## src/rtl/rat_ctrl.sv

```systemverilog
// Rename alias table controller: init walk, 4-slot rename writes, flush restore.
// Define RAT_CTRL_IDENTITY_INIT_EN to init entry i with i, else with INITVALUE.
module rat_ctrl #(
    parameter int DATAWIDTH = 8,
    parameter int INDEXSIZE = 64,
    parameter int LOGINDEX  = 6,
    parameter int INITVALUE = 0
) (
    input  logic                   clock,
    input  logic                   reset,
    input  logic [3:0]             ren_valid_in,
    input  logic [4*LOGINDEX-1:0]  ren_idx_in,
    input  logic [4*DATAWIDTH-1:0] ren_data_in,
    input  logic                   flush_in,
    output logic [8*LOGINDEX-1:0]  cmap_idx_out,
    input  logic [8*DATAWIDTH-1:0] cmap_data_in,
    output logic [7:0]             ram_we_out,
    output logic [8*LOGINDEX-1:0]  ram_idx_out,
    output logic [8*DATAWIDTH-1:0] ram_data_out,
    output logic                   ren_stall_out,
    output logic                   recover_done_out
);

    localparam int PW = LOGINDEX - 3;
    localparam logic [PW-1:0] LAST = PW'(INDEXSIZE / 8 - 1);
    localparam logic [DATAWIDTH-1:0] FILL = DATAWIDTH'(INITVALUE);

    typedef enum logic [1:0] {
        INIT,
        RUN,
        RECOVER
    } state_t;

    state_t        state, next_state;
    logic [PW-1:0] ptr, ptr_next;
    logic          from_rec;
    logic [3:0]    wr_ok;
    logic [8*LOGINDEX-1:0]  walk_idx;
    logic [8*DATAWIDTH-1:0] init_data;

    always_comb begin
        walk_idx  = '0;
        init_data = '0;
        for (int k = 0; k < 8; k++) begin
            walk_idx[k*LOGINDEX +: LOGINDEX] = {ptr, 3'(k)};
`ifdef RAT_CTRL_IDENTITY_INIT_EN
            init_data[k*DATAWIDTH +: DATAWIDTH] = DATAWIDTH'({ptr, 3'(k)});
`else
            init_data[k*DATAWIDTH +: DATAWIDTH] = FILL;
`endif
        end
    end

    assign cmap_idx_out = walk_idx;

    // Younger slots override older ones writing the same entry.
    always_comb begin
        wr_ok = '0;
        for (int k = 0; k < 4; k++) begin
            wr_ok[k] = ren_valid_in[k];
            for (int j = k + 1; j < 4; j++) begin
                if (ren_valid_in[j] &&
                    ren_idx_in[j*LOGINDEX +: LOGINDEX] ==
                    ren_idx_in[k*LOGINDEX +: LOGINDEX])
                    wr_ok[k] = 1'b0;
            end
        end
    end

    always_ff @(posedge clock) begin
        if (reset) begin
            state    <= INIT;
            ptr      <= '0;
            from_rec <= 1'b0;
        end else begin
            state    <= next_state;
            ptr      <= ptr_next;
            from_rec <= (state == RECOVER) && (next_state == RUN);
        end
    end

    always_comb begin
        next_state       = state;
        ptr_next         = ptr;
        ram_we_out       = '0;
        ram_idx_out      = walk_idx;
        ram_data_out     = '0;
        ren_stall_out    = 1'b1;
        recover_done_out = 1'b0;
        unique case (state)
            INIT: begin
                ram_we_out   = 8'hFF;
                ram_data_out = init_data;
                ptr_next     = ptr + 1'b1;
                if (ptr == LAST) begin
                    next_state = RUN;
                    ptr_next   = '0;
                end
            end
            RUN: begin
                recover_done_out = from_rec;
                ram_idx_out[4*LOGINDEX-1:0]   = ren_idx_in;
                ram_data_out[4*DATAWIDTH-1:0] = ren_data_in;
                if (flush_in) begin
                    next_state = RECOVER;
                    ptr_next   = '0;
                end else begin
                    ren_stall_out   = 1'b0;
                    ram_we_out[3:0] = wr_ok;
                end
            end
            RECOVER: begin
                ram_we_out   = 8'hFF;
                ram_data_out = cmap_data_in;
                ptr_next     = ptr + 1'b1;
                if (flush_in) begin
                    ptr_next = '0;
                end else if (ptr == LAST) begin
                    next_state = RUN;
                    ptr_next   = '0;
                end
            end
            default: begin
                next_state = INIT;
                ptr_next   = '0;
            end
        endcase
        if (reset) begin
            ram_we_out       = '0;
            ren_stall_out    = 1'b1;
            recover_done_out = 1'b0;
        end
    end

endmodule

```

## config.mk

```make
export PLATFORM = sky130hd
export DESIGN_NAME = rat_ctrl
export DESIGN_NICKNAME = d
export VERILOG_FILES = /design/src/rtl/rat_ctrl.sv
export SDC_FILE = /design/constraint.sdc
export NUM_CORES = 1
export LEC_CHECK = 0
export ABC_AREA = 1
export CAP_MARGIN = 5
export CELL_PAD_IN_SITES_DETAIL_PLACEMENT = 0
export CELL_PAD_IN_SITES_GLOBAL_PLACEMENT = 1
export CORE_MARGIN = 4
export CORE_UTILIZATION = 16
export DETAILED_ROUTE_END_ITERATION = 6
export PLACE_DENSITY_LB_ADDON = 0.1
export SETUP_SLACK_MARGIN = 0.5
export SYNTH_ARGS = -nofsm -noshare
export SYNTH_HDL_FRONTEND = slang
export SYNTH_SLANG_ARGS = --single-unit
```

## constraint.sdc

```tcl
create_clock -name clock -period 2.9 [get_ports clock]
set_clock_uncertainty 0.1 [all_clocks]
set_input_delay 0.435 -clock clock [delete_from_list [all_inputs] [get_ports clock]]
set_output_delay 0.435 -clock clock [all_outputs]
set_load 0.02 [all_outputs]
```

==> metrics.md, run 1 <==
| Metric | Value |
|---|---|
| Worst-path fanout max | 4 |
| PortBufs | 260 |
| Highest Clock Rate | 0.407 GHz |
| Yosys reg bits | 6 |
| Antenna-violating nets left | 0 |
| Worst min path class | flip-flop to flip-flop |
| Clk sink count | 6 |
| Fillers | 1640 |
| Hold Violations, Final | 0 |
| Worst setup EP type | primary output |
| Final Wtd Congestion | around 0.93 |
| Hold_buf cts | 0 |
| Unrepaired setup endpoints after global routing | true |
| Crit path top cell by count | nand2_1 |
| Pwr Density | 183 nW/µm² |
| Die ar. | approximately 17000 µm² |
| Slowest stage delay, CP | 0.55 ns |
| Worst EP arrival | 1.92 ns |
| Synth-to-Final Area Change | 109% |
| Die width | 131 µm |
| Worst-skew pair later-pin latency | 0.23 ns |
| WP buf/inv | 3 |
| Min Tclk post-route | 2.46 ns |
| Boundary pin count | 297 |
| Metal2 WL | 6.39 mm |
| EDFF count, synth | 0 |
| Die H | 131 µm |
| Most frequent cells in the layout | nand2_1 (186), clkdlybuf4s50_1 (150), inv_1 (63), dlygate4sd2_1 (54), dlymetal6s2s_1 (48) |
| CTS Buf Count | 3 |
| Leading area contributor after synthesis | nand2_1 |
| Clk pwr share | between 20% and 30% |
| DR top layer | met4 |
| Final period util | 84.7% |
| Synth Area in Compound Gates | 14.9% |
| Gate Count Post-Synth | 484 |
| Initial detailed-routing violation count | 194 |
| Worst Path Class, Setup | input port to primary output |
| P_leak | around 3.2 nW |
| Total grt overflow | 0 |
| Initial antenna violation count | 0 |
| Nets@finish | 841 |
| Root Buffer | clkbuf_16 |
| Sequential Power Share | 10.8% |
| Placed inst area | slightly below 5000 µm² |
| CP max-delay cell | clkdlybuf4s50_1 |
| CTS tree | done |
| Register-to-register setup slack | 1.20 ns |
| Mux contribution to synthesized area | 0% |
| XOR/XNOR Fraction of Synth Area | 1.44% |
| Vias | 3573 |
| Largest family of logic cells by synthesized area | simple AND/OR/NAND/NOR gates |
| Ant diodes | 0 |
| Share of the yosys chip area belonging to registers | ~5% |
| Switching power | 0.365 mW |
| Setup violators final | 0 |
| H-tree depth | 1 |
| Placement Rows | 44 |
| CP Cell Sequence | clkdlybuf4s50_1, buf_4, nand2_1, o21ai_0, nor3_2, nand2_1, nand3_1, a21oi_1, clkbuf_2 |
| Commonest non-fill, non-tap cell in the layout | nand2_1 |
| Crit path launch type | input port |
| Maximum number of pins on one net before global-route repair | 33 |
| Gr usage total | 14.0% |
| Clk buf depth | 2 |
| CTS clk-pin slew, worst paths | around 0.040 ns |
| Drt drc | 0 |
| Core area | between 10000 and 15000 µm² |
| Final max-slew violation count | 0 |
| Synth Flop Type | dfxtp_1 |
| Status | finished, final reports clean |
| Post-synthesis adder-cell area fraction | 3.08% |
| Drt pass-1 iters | 4 |
| P_int | 0.567 mW |
| Met1 Routed Length | between 5 and 6 mm |
| CP required | 2.37 ns |
| Cell variety after synth | 27 |
| Sw Ratio | 39.2% |
| Yosys top cell area share | 28.7% |
| Post-route cell area | 5090 µm² |
| Combinational power share | 65.0% |
| Vias in the first global route | 3458 |
| Syn Area/Cell | 5.03 µm² |
| Aggregate routed wire length | 13.0 mm |
| Worst VDD drop | between 0.1 and 0.15 mV |
| WL met3 | 1.09 mm |
| Avg WL per Cell | between 10 and 15 µm |
| Ratio of cells with drive above 1 in the final layout | 6.94% |
| Vias per std cell | 4.01 |
| Syn. warnings | 0 |
| Total power | 0.932 mW |
| Top cells by area, synth | nand2_1 (29%), buf_4 (23%), inv_1 (11%), a21oi_1 (9.5%), dfxtp_1 (4.9%) |
| Max-cap check violation count | 0 |
| Area share of and/or/nand/nor cells after synthesis | 37.7% |
| Initial Utilization | 16.6% |
| Largest delay share family, worst path | buffers and inverters |
| DP HPWL | between 10 and 15 mm |
| Post-synth ARST share | 0% |
| Syn Std Cell Area | 2430 µm² |
| First-pass GRT wire length | 19.5 mm |
-- synthesized netlist by cell type (all sizes together) (3+ instances only) --
library cell	count
buf	80
o21ai	17
nand3	9
a21oi	46
xnor2	3
inv	77
nor3	4
nor2	29
clkbuf	9
dfxtp	6
nand2	186
o22ai	4
ha	6
-- sequential cells by signal, indices dropped and copies added, names as in the netlist --
name,flops
state,2
ptr,3
from_rec,1
-- power groups by stage --
stage	clock network, mW	registers, mW	logic (mW)
after floorplan	0	0.107	0.336
after global placement	0	0.101	0.626
after detailed placement	0	0.102	0.621
after CTS	0.229	0.101	0.608
after global routing	0.240	0.103	0.644
final	0.226	0.100	0.606
-- worst paths after layout --
kind                        from       endpoint  cells after the start
setup / recovery  ren_idx_in[11]  ram_we_out[1]                      9
hold / removal          state[0]       state[0]                      2
hold reg to reg         state[0]       state[0]                      2
setup reg to reg          ptr[1]       from_rec                      8
-- logic make-up after synthesis --
logic type | count (synthesis)
simple gates | 231
buf+inv | 166
compound gates | 69
fa+ha+maj | 6
flops | 6
xor+xnor | 4
other cells | 2
-- area by class of cell --
cell class              instances  area (µm²)  area share (%)
flip-flops and latches          6         121            2.39
inverters                      77         292            5.73
clock buffers                   3        75.1            1.48
multi-input cells             346        1560            30.7
repair buffers                274        2810            55.2
well taps                     184         230            4.52
-- metrics by stage --
stage | util, % | hold slack [ns] | setup WS [ns] | TNS (ns) | instances
floorplan | - | 0.455 | 0.950 | 0 | 518
global placement | 33.2 | 0.520 | -0.0668 | -0.0726 | 883
detailed placement | 33.2 | 0.522 | -0.0174 | -0.0324 | 883
CTS | 33.6 | 0.560 | 0.216 | 0 | 888
global route | 34.6 | 0.599 | 0.324 | 0 | 890
finish | 34.6 | 0.516 | 0.442 | 0 | 890
-- layer usage --
layer  up-vias  global-route usage (%)
met5         -                       0
met4         0                    2.45
met3        10                    3.71
met2       201                    25.4
met1      1567                    16.7
li1       1795                       -
-- worst min-delay path, delay by kind of cell, from the launching register on --
family / cells / cell delay (ns)
AOI/OAI and AO/OA: 2 / 0.23
DFF: 1 / 0.34
-- timing repair --
item                       4_1_cts  5_1_grt
resized for setup               71       72
pin swaps                        0        0
buffers inserted                 0        2
gates cloned                     2        0
setup endpoints to repair       94       81
Note: power is estimated with default switching activity, not from simulation.
==> run 2: changes to the inputs <==
CORE_UTILIZATION = 13   (was 16)
clock period = 2.25 ns   (was 2.9 ns; I/O delays follow)
==> run 2 against run 1 <==
Largest power group unchanged. Worst hold slack improved by 0.028 ns. Critical path depth decreased by 2. Cell area increased by 23%. Routed wire length increased by 17%. Clock power increased by 26%. Worst setup slack got worse by 0.15 ns. Sequential power increased by 18%. Non-clock buffer count increased by 73. Global-route usage decreased by 1.7 points. Power increased by 37%. Sequential share of layout area decreased by 0.37 points.
==> metrics.md, run 2 (synthesis results as in run 1) <==
| Metric | Value |
|---|---|
| Hold EP | ptr[1] |
| H-tree depth | 1 (unchanged) |
| First-pass GRT wire length | 20.4 mm (+4.5%) |
| Most frequent cells in the layout | nand2_1 (173), clkdlybuf4s50_1 (97), buf_4 (78), buf_6 (55), inv_1 (50) |
| DP HPWL | 11.6 mm (+8.4%) |
| Worst Path Class, Setup | flip-flop to primary output |
| Crit path launch type | flip-flop |
| CP required | 1.81 ns (-0.56 ns) |
| Unrepaired setup endpoints after global routing | true |
| Avg WL per Cell | 15.1 µm (+3.0%) |
| Aggregate routed wire length | 15.2 mm (+17%) |
| Nets@finish | 914 (+8.7%) |
| Hold Violations, Final | 0 (unchanged) |
| Maximum number of pins on one net before global-route repair | 29 (-12%) |
| CTS Buf Count | 3 (unchanged) |
| Ratio of cells with drive above 1 in the final layout | 38.3% (+31 points) |
| CTS tree | done |
| Commonest non-fill, non-tap cell in the layout | nand2_1 |
| Max-cap check violation count | 0 (unchanged) |
| PortBufs | 260 (unchanged) |
| Initial detailed-routing violation count | 108 (-44%) |
| Post-route cell area | 6260 µm² (+23%) |
| Die width | 145 µm (+10%) |
| Highest Clock Rate | 0.512 GHz |
| Final max-slew violation count | 0 (unchanged) |
| Drt drc | 0 (unchanged) |
| Worst VDD drop | 0.226 mV (+75%) |
| DP Worst Slack | -0.491 ns (-0.474 ns) |
| Top Registers | ptr (3), state (2), from_rec (1) |
| Root Buffer | clkbuf_16 |
| Worst setup margin | 0.296 ns (-0.147 ns) |
| Die ar. | 21000 µm² (+22%) |
| Vias per std cell | 3.84 (-4.3%) |
| Most flops, register | ptr |
| Clk buf depth | 2 (unchanged) |
| Drt pass-1 iters | 4 (unchanged) |
| Boundary pin count | 297 (unchanged) |
| Worst setup EP type | primary output |
| Setup violators final | 0 (unchanged) |
| Pwr Density | 204 nW/µm² (+11%) |
| Placement Rows | 49 (+11%) |
| HP Start | ptr[1] |
| R2R Path Start | state[1] |
| Clk sink count | 6 (unchanged) |
| Core area | 18200 µm² (+24%) |
| Antenna-violating nets left | 0 (unchanged) |
| Total grt overflow | 0 (unchanged) |
| Ant diodes | 0 (unchanged) |
| Die H | 145 µm (+10%) |
| Gr usage total | 12.2% (-1.7 points) |
| Initial antenna violation count | 0 (unchanged) |
| Worst hold stages | 3 (+1) |
| Synth-to-Final Area Change | 157% |
| CTS clk-pin slew, worst paths | 0.03 ns (about the same) |
| Worst min path class | flip-flop to flip-flop |
| Hold_buf cts | 0 (unchanged) |
| Worst r2r dst | from_rec |
| Worst-skew pair later-pin latency | 0.23 ns (about the same) |
| Status | finished, final reports clean |
| Vias | 3871 (+8.3%) |
| P_leak | 3.43 nW (+6.5%) |
| Final period util | 86.9% |
| Placed inst area | 5410 µm² (+11%) |
| Max reg flops | 3 (unchanged) |
| Worst r2r path cells | 10 (+2) |
| Final Wtd Congestion | 0.845 (-9.1%) |
| Min Tclk post-route | 1.95 ns |
| Worst-path fanout max | 8 (+4) |
| Register-to-register setup slack | 0.54 ns (-0.66 ns) |
| Initial Utilization | 13.4% (-3.2 points) |
| Worst EP arrival | 1.52 ns (-0.40 ns) |
| Vias in the first global route | 3691 (+6.7%) |
[run 2: changes by cell type in the layout (fill, tap and decap cells not counted), sizes merged, moves of 2 or more]
cell / previous run / this run
buf: 14 / 163
clkdlybuf4s50: 150 / 97
dlygate4sd2: 54 / 9
clkdlybuf4s15: 1 / 23
clkbuf: 8 / 21
dlymetal6s2s: 48 / 36
bufbuf: 2 / 0
[run 2: repair_timing]
item	4_1_cts	5_1_grt
setup buffers	10	14
pin swaps	13	15
hold endpoints to repair	0	0
setup endpoints to repair	134	139
gates resized for setup	509	190
cloned	5	3
[run 2: worst max path at each step]
stage,slack (ns),startpoint,endpoint,cells past startpoint
2_1_floorplan,0.40,state[1],ram_idx_out[10],6
3_3_place_gp,-0.57,ren_idx_in[11],ram_we_out[1],8
3_5_place_dp,-0.49,ren_idx_in[11],ram_we_out[1],8
4_1_cts,0.31,state[1],ram_data_out[17],7
5_1_grt,0.23,ren_idx_in[21],ram_we_out[0],11
6_report,0.30,state[1],ram_data_out[11],7
[run 2: area by class of cell]
cell class,instances,area [µm²]
Clock buffer,3,75.1
Fill cell,1968,11900
Inverter,77,302
Multi-Input combinational cell,346,1990
Sequential cell,6,126
Tap cell,229,287
Timing Repair Buffer,347,3480
[run 2: worst max-delay path: stages (launching register included)]
cell	delay [ns]
dfxtp_2	0.33
inv_2	0.05
buf_4	0.14
ha_4	0.29
inv_8	0.06
buf_12	0.15
a21oi_2	0.11
buf_4	0.15
[run 2: power by group]
part	switching, mW	internal, mW	leakage (nW)	total [mW]
clock	0.0568	0.228	0.0370	0.285
combinational	0.437	0.436	3.34	0.874
sequential	0.00512	0.112	0.0505	0.118
total	0.499	0.777	3.43	1.28
[run 2: per-stage QoR]
step / instances / total power [mW] / util (%) / hold WS (ns) / setup TNS (ns)
CTS: 991 / 1.27 / 31.8 / 0.564 / 0
floorplan: 518 / 0.576 / - / 0.412 / 0
global placement: 973 / 0.997 / 29.7 / 0.551 / -3.72
finish: 1008 / 1.28 / 34.4 / 0.544 / 0
detailed placement: 973 / 0.992 / 29.7 / 0.554 / -3.64
global route: 1008 / 1.35 / 34.4 / 0.577 / 0
[run 2: layer usage]
metal / routed length (µm) / up-vias / global-route usage (%)
met5: 0 / - / 0
met3: 1250 / 12 / 2.50
met2: 7730 / 181 / 22.9
met4: 205 / 0 / 1.23
met1: 5980 / 1731 / 14.9
li1: - / 1947 / -
